### src/rtl/vc_arb_pkg.sv
// Shared definitions for the VC arbiter: FSM encoding, default geometry,
// and the starvation counter width helper.
package vc_arb_pkg;

    typedef enum logic [1:0] {
        IDLE  = 2'd0,
        RUN   = 2'd1,
        DRAIN = 2'd2
    } arb_state_t;

    localparam int BW_DEFAULT         = 6;
    localparam int DEST_BIT_DEFAULT   = BW_DEFAULT - 2;
    localparam int STARVE_MAX_DEFAULT = 4;

    function automatic int cnt_width(input int max_val);
        return $clog2(max_val + 1);
    endfunction

endpackage

### src/rtl/vc_arb_starve_cnt.sv
// Starvation guard for VC1: counts VC0 grants taken while VC1 waits and
// flags when VC1 must be served next.
module vc_arb_starve_cnt
    import vc_arb_pkg::*;
#(
    parameter int STARVE_MAX = STARVE_MAX_DEFAULT
) (
    input  logic clk,
    input  logic reset_L,
    input  logic grant_vc0,
    input  logic grant_vc1,
    input  logic vc1_empty,
    output logic force_vc1
);

    localparam int CNT_W = cnt_width(STARVE_MAX);
    localparam logic [CNT_W-1:0] CNT_MAX = CNT_W'(STARVE_MAX);

    logic [CNT_W-1:0] starve_cnt;

    // The count only means something while VC1 actually has data waiting.
    always_ff @(posedge clk or negedge reset_L) begin
        if (!reset_L) begin
            starve_cnt <= '0;
        end else if (vc1_empty || grant_vc1) begin
            starve_cnt <= '0;
        end else if (grant_vc0 && (starve_cnt != CNT_MAX)) begin
            starve_cnt <= starve_cnt + 1'b1;
        end
    end

    assign force_vc1 = (starve_cnt == CNT_MAX);

endmodule

### src/rtl/vc_arbiter.sv
// Pops one word per cycle from VC0/VC1 (VC0 priority with VC1 starvation
// guard) and pushes it two cycles later to D0 or D1 by its destination bit.
module vc_arbiter
    import vc_arb_pkg::*;
#(
    parameter int BW         = BW_DEFAULT,
    parameter int STARVE_MAX = STARVE_MAX_DEFAULT,
    parameter int DEST_BIT   = BW - 2
) (
    input  logic          clk,
    input  logic          reset_L,
    input  logic          enable,
    input  logic          vc0_empty,
    input  logic          vc1_empty,
    input  logic [BW-1:0] vc0_data,
    input  logic [BW-1:0] vc1_data,
    input  logic          d0_pause,
    input  logic          d1_pause,
    output logic          vc0_rd,
    output logic          vc1_rd,
    output logic          d0_wr,
    output logic          d1_wr,
    output logic [BW-1:0] d_data_out,
    output logic          idle_out,
    output logic          grant_vc1_forced
);

    arb_state_t    state;
    logic          pop_ok;
    logic          force_vc1;
    logic          grant_vc0;
    logic          grant_vc1;
    logic          vld_p0;
    logic          src_p0;
    logic          vld_p1;
    logic [BW-1:0] data_p1;

    // Destination is unknown until the word is read, so either pause blocks.
    always_comb begin
        pop_ok    = (state == RUN) && !d0_pause && !d1_pause;
        grant_vc1 = pop_ok && !vc1_empty && (vc0_empty || force_vc1);
        grant_vc0 = pop_ok && !vc0_empty && !grant_vc1;
    end

    assign vc0_rd           = grant_vc0;
    assign vc1_rd           = grant_vc1;
    assign grant_vc1_forced = grant_vc1 && !vc0_empty;

    vc_arb_starve_cnt #(
        .STARVE_MAX (STARVE_MAX)
    ) u_starve (
        .clk       (clk),
        .reset_L   (reset_L),
        .grant_vc0 (grant_vc0),
        .grant_vc1 (grant_vc1),
        .vc1_empty (vc1_empty),
        .force_vc1 (force_vc1)
    );

    // DRAIN leaves once nothing sits in the first stage: the word in the
    // output stage is pushed this cycle, so idle_out rises right after it.
    always_ff @(posedge clk or negedge reset_L) begin
        if (!reset_L) begin
            state    <= IDLE;
            idle_out <= 1'b1;
        end else begin
            case (state)
                IDLE: begin
                    if (enable) begin
                        state    <= RUN;
                        idle_out <= 1'b0;
                    end
                end
                RUN: begin
                    if (!enable) state <= DRAIN;
                end
                DRAIN: begin
                    if (enable) begin
                        state <= RUN;
                    end else if (!vld_p0) begin
                        state    <= IDLE;
                        idle_out <= 1'b1;
                    end
                end
                default: begin
                    state    <= IDLE;
                    idle_out <= 1'b1;
                end
            endcase
        end
    end

    // Stage p0: remember that a pop was issued and from which VC.
    always_ff @(posedge clk or negedge reset_L) begin
        if (!reset_L) begin
            vld_p0 <= 1'b0;
            src_p0 <= 1'b0;
        end else begin
            vld_p0 <= grant_vc0 || grant_vc1;
            src_p0 <= grant_vc1;
        end
    end

    // Stage p1: capture the FIFO read data, now valid, for the push.
    always_ff @(posedge clk or negedge reset_L) begin
        if (!reset_L) begin
            vld_p1  <= 1'b0;
            data_p1 <= '0;
        end else begin
            vld_p1 <= vld_p0;
            if (vld_p0) data_p1 <= src_p0 ? vc1_data : vc0_data;
        end
    end

    assign d0_wr      = vld_p1 && !data_p1[DEST_BIT];
    assign d1_wr      = vld_p1 &&  data_p1[DEST_BIT];
    assign d_data_out = data_p1;

endmodule

### config.mk
export PLATFORM = sky130hd
export DESIGN_NAME = vc_arbiter
export DESIGN_NICKNAME = d
export VERILOG_FILES = /design/src/rtl/vc_arb_pkg.sv /design/src/rtl/vc_arb_starve_cnt.sv /design/src/rtl/vc_arbiter.sv
export SDC_FILE = /design/constraint.sdc
export NUM_CORES = 1
export LEC_CHECK = 0
export CAP_MARGIN = 15
export CORE_AREA = 2 2 54 46
export DETAILED_ROUTE_END_ITERATION = 8
export DIE_AREA = 0 0 56 48
export PLACE_DENSITY = 0.77
export SYNTH_ARGS = -nofsm -noshare
export SYNTH_HDL_FRONTEND = slang
export SYNTH_SLANG_ARGS = --single-unit
### constraint.sdc
create_clock -name clk -period 1.47 [get_ports clk]
set_input_delay 0.294 -clock clk [delete_from_list [all_inputs] [get_ports clk]]
set_output_delay 0.294 -clock clk [all_outputs]
set_load 0.005 [all_outputs]
After elaboration in Yosys (flattened, before gate mapping). Index checks and enable logic that the tools add are counted.

Add/subtract/negate cells: 1. Eq/ne operators: 9. Muxes and demuxes: 12. Bitwise gates (word level): 1. Reduce and logical (&&, ||, !) cells: 23.

Operator list (number): logical AND 1 bit (10); 2-to-1 mux 2 bit (4); != test 2 bit, second input constant (4); zero test 1 bit (6); 2-to-1 mux 3 bit (2); 2-to-1 mux 6 bit (1); != test 3 bit, second input constant (2); one-hot mux 2 bit (3 select lines) (1); AND reduction 4 bit (1); adder 3 x 1 -> 3 bit, second input constant (1); == test 3 bit, second input constant (1); logical OR 1 bit (3); 2-to-1 mux 1 bit (3); one-hot mux 1 bit (3 select lines) (1); AND reduction 3 bit (1); == test 2 x 1 -> 1 bit, second input constant (1); == test 2 bit, second input constant (1); zero test 2 bit (1); nonzero test 2 bit (1); inverter 1 bit (1).

Flip-flop bits (word level): 15. Bits of input ports: 19. Output and inout port bits: 12. Logic and storage cells: 53.

Depth between registers and ports, before layout.
Word-level depth: 10. Depth in mapped cells: 5. Mapped depth without buffers: 5.

Modules after synthesis. From an unflattened synthesis, not the netlist that was laid out.

Cell total of the unflattened synthesis: 68. Area total of the unflattened synthesis: 748.2 µm².

By module, submodules not included: vc_arbiter (times used 1, cells each 50, area each 545.5 µm²); vc_arb_starve_cnt (times used 1, cells each 18, area each 202.7 µm²).

Worst setup path after synthesis. No wires, ideal clock.

Path kind: reg2out. Start: register state[1]. End: output port vc1_rd. Data arrival time: 1.317 ns. Slack: -0.141 ns. Cell stages (with the launch flop): 4. Path buffers: 1. Cells stage by stage: dfrtp_1 > or4b_1 > buf_2 > nor3_1.

Cells in the longest elaborated chain, start to end: 5.

RTL lines: start, declared (line vc_arbiter.sv:28) `arb_state_t state;`; start signal, assigned (line vc_arbiter.sv:64) `state <= IDLE;`; start signal, assigned (line vc_arbiter.sv:70) `state <= RUN;`; start signal, assigned (line vc_arbiter.sv:75) `if (!enable) state <= DRAIN;`; == test 2 x 1 -> 1 bit (line vc_arbiter.sv:40) `pop_ok = (state == RUN) && !d0_pause && !d1_pause;`; logical AND 1 bit (2 in series) (line vc_arbiter.sv:40); logical AND 1 bit (2 in series) (line vc_arbiter.sv:41) `grant_vc1 = pop_ok && !vc1_empty && (vc0_empty || force_vc1);`; end, declared (line vc_arbiter.sv:20) `output logic vc1_rd,`.

Every way passes these cells.

Final worst setup path.
Start: register state[1]. End: output port grant_vc1_forced.

Cells in the longest elaborated chain, start to end: 6.

RTL lines: == test 2 x 1 -> 1 bit (line vc_arbiter.sv:40); logical AND 1 bit (2 in series) (line vc_arbiter.sv:40); logical AND 1 bit (2 in series) (line vc_arbiter.sv:41); logical AND 1 bit (line vc_arbiter.sv:47) `assign grant_vc1_forced = grant_vc1 && !vc0_empty;`; end, declared (line vc_arbiter.sv:25) `output logic grant_vc1_forced`.

Every way passes these cells.

==> out/metrics.json <==
{
  "outcome": {
    "outcome": "complete, but fails checks",
    "failed_checks": "negative setup slack"
  },
  "clock_network": {
    "clkSinkCount": 15,
    "htree_num_levels": 1,
    "clk_root_buffer_cell": "clkbuf_4",
    "hold_buffers": 0,
    "cts-root-to-sink-buffers": 2,
    "clock_latency_ps": 280,
    "worst_setup_hold_path_clk_slew_ps": 80,
    "cts-buffers-inserted": 3,
    "cts_tree": "done"
  },
  "worst_setup_path": {
    "timing.critical_path.arrival_ps": 1620,
    "worst_setup_path_end_kind": "output pin",
    "type_of_the_setup_path_with_the_least_slack": "reg2out",
    "worstSetupStartpointType": "register",
    "crit_path_max_fanout": 3,
    "ff2ff_path_depth": 6,
    "required_ps": 1180,
    "reg_to_reg_setup_timing_slack_ps": -120
  },
  "placed_design": {
    "preCtsSetupSlack_ps": -995,
    "dp.final_hpwl_microns": 1270,
    "place.port_buffers": 30,
    "gpl.final_weighted_congestion": 0.803
  },
  "yosys": {
    "synth-edff-count": 0,
    "synthMuxAreaShare_pct": 8.29,
    "dominant_combinational_cell_family_by_area_after_synthesis": "simple AND/OR/NAND/NOR gates",
    "yosys_register_bits": 15,
    "syn-mean-instance-area_sq_um": 10.5,
    "yosysMostFrequentCell": "dfrtp_1",
    "yosys-top-cells-count": "dfrtp_1, a21oi_1, nor2_1",
    "instance_count_of_the_mapped_netlist": 69,
    "xor_xnor_portion_of_the_synthesized_cell_area_pct": 0,
    "synth-compound-area-share_pct": 10.7,
    "sequential_element_share_of_the_synthesized_area_pct": 52.0,
    "synth-main-ff-cell": "dfrtp_1",
    "syn_nets": 90,
    "yosys.cell_types.count": 23,
    "synth_top_cells_by_area": "dfrtp_1, mux2i_1, a21oi_1",
    "ys_async_sr_fraction_pct": 100,
    "synth_top_area_share_pct": 48.4,
    "yosysWarnings": 0,
    "synthAdderAreaFrac_pct": 3.45,
    "mappedNetlistArea_sq_um": 724,
    "synth_top_area_cell": "dfrtp_1",
    "synthSimpleGateAreaFrac_pct": 22.8
  },
  "finish": {
    "final_core_density_pct": 61.3,
    "diodes": 0,
    "synthToLayoutAreaGrowth_pct": 77.9,
    "drive_above_1_share_pct": 33.6,
    "fillers": 182,
    "ff_latch_area_sq_um": 377,
    "design.final.nets": 141,
    "multi_input_area_sq_um": 399
  },
  "route": {
    "ant_nets": 0,
    "routed_wirelength_microns": 1860,
    "post_drt_via_cell_ratio": 4.81,
    "wl_per_cell_microns": 12.9,
    "remaining_drc_errors": 0,
    "detailroute.via_count": 693,
    "drt_first_pass_iters": 2,
    "detail_route.iter0.violations": 6
  },
  "sta": {
    "final_critical_path_setup_slack_ps": -449,
    "tightestPinTransition_ps": 438,
    "layout_min_cycle_time_ps": 1920,
    "rsz0062_at_grt": "yes",
    "clock_skew_ps": 1.81,
    "min_period_over_period_pct": 131,
    "slew_violations": 0,
    "finalSetupViolCount": 7,
    "final.setup.tns_ps": -1550,
    "final-hold-violation-count": 0,
    "timing.fmax_mhz": 521,
    "maxSlewHeadroom_pct": 70.8
  },
  "grt": {
    "use_met1_pct": 13.4,
    "track_usage_pct": 14.2,
    "antenna_found_initial": 0,
    "groute.layer.met3.usage_pct": 4.86,
    "number_of_global_route_vias_before_repair": 685,
    "grt-busiest-layer": "met2",
    "globalRouteOverflowTotal": 0,
    "grt_max_degree": 16,
    "grt_pass1_wl_microns": 2830,
    "grt_util_met2_pct": 29.4
  },
  "floorplanning": {
    "die_width_microns": 56,
    "top_level_ports": 31,
    "floorplan.initialDensity_pct": 34.5,
    "core_area_sq_um": 2100,
    "die_area_sq_um": 2690,
    "die_h_microns": 48,
    "num_rows": 15
  },
  "power": {
    "p_total_mw": 0.998,
    "irDropWorstVdd_uv": 621,
    "power_leakage_nw": 0.578,
    "pwr_density_cell_nw_per_um2": 775
  },
  "job": {
    "maxCapViolations": 0
  },
  "worst_hold_path": {
    "worstHoldPathType": "in2async"
  }
}
==> repair_timing <==
item / 4_1_cts / 5_1_grt
pin swaps: 3 / 6
gates resized for setup: 21 / 20
gates cloned: 0 / 0
buffers inserted: 4 / 2
setup endpoints to repair: 11 / 11
==> metrics by stage <==
stage               hold slack [ps]  cell area [sq um]  cells
finish                          315               1290    144
floorplan                     -1.59                736     69
CTS                             314               1200    142
global route                    319               1290    144
detailed placement              521               1150    134
global placement                512               1150    134
==> worst max-delay path, stage by stage, from the launching register on <==
cell     delay (ps)
dfrtp_1         390
or4b_4          530
buf_6           150
nor4_4          120
buf_2           150
==> area by class of cell <==
cell class                      count  share of cell area, %
Clock buffer                        4                   2.04
Inverter                            2                  0.583
Multi-Input combinational cell     49                   31.0
Sequential cell                    15                   29.2
Tap cell                           25                   2.43
Timing Repair Buffer               49                   34.8
==> path summary, 6_finish.rpt <==
| path | startpoint | to |
|---|---|---|
| max | state[1]$_DFFE_PN0P_ | grant_vc1_forced |
| min | reset_L | src_p0$_DFF_PN0_ |
| max reg2reg | state[1]$_DFFE_PN0P_ | u_starve.starve_cnt[2]$_DFFE_PN0P_ |
| min reg2reg | d_data_out[5]$_DFFE_PN0P_ | d_data_out[5]$_DFFE_PN0P_ |
| max in group asynchronous | reset_L | idle_out$_DFFE_PN1P_ |
| min in group clk | d1_pause | src_p0$_DFF_PN0_ |
==> layout by cell type (no fill, tap or decap), drive strengths merged, types with 3 or more instances in the layout <==
master	count
clkbuf	4
buf	22
a21oi	12
nor3	3
dfrtp	14
clkdlybuf4s50	16
nand2	3
dlymetal6s2s	6
mux2i	6
nor2	9
dlygate4sd2	5
==> report_power, final <==
part           internal [mW]  switching, mW  leakage [nW]  total, mW
Combinational          0.175          0.102         0.380      0.277
Clock                  0.105          0.122        0.0150      0.228
Sequential             0.464         0.0305         0.183      0.494
Total                  0.744          0.255         0.578      0.998
==> flip-flops by register name, indices dropped and copies added, names as in the netlist <==
name	flops
d_data_out	6
idle_out	1
src_p0	1
state	2
u_starve.starve_cnt	3
vld_p0	1
vld_p1	1
==> layer usage <==
| layer | routed length [microns] | up-vias |
|---|---|---|
| met4 | 23 | 0 |
| met5 | 0 | - |
| met2 | 1030 | 19 |
| met1 | 701 | 328 |
| li1 | - | 342 |
| met3 | 108 | 4 |
==> logic make-up (layout without fill, tap and decap cells) <==
group,after synthesis,count (layout)
AND/OR/NAND/NOR,27,27
flip-flops,15,15
AO/OA/AOI/OAI,14,14
multiplexers,6,6
buffers and inverters,5,55
adder cells (fa/ha/maj),2,2
No activity file was read; power rests on OpenSTA's default activity.
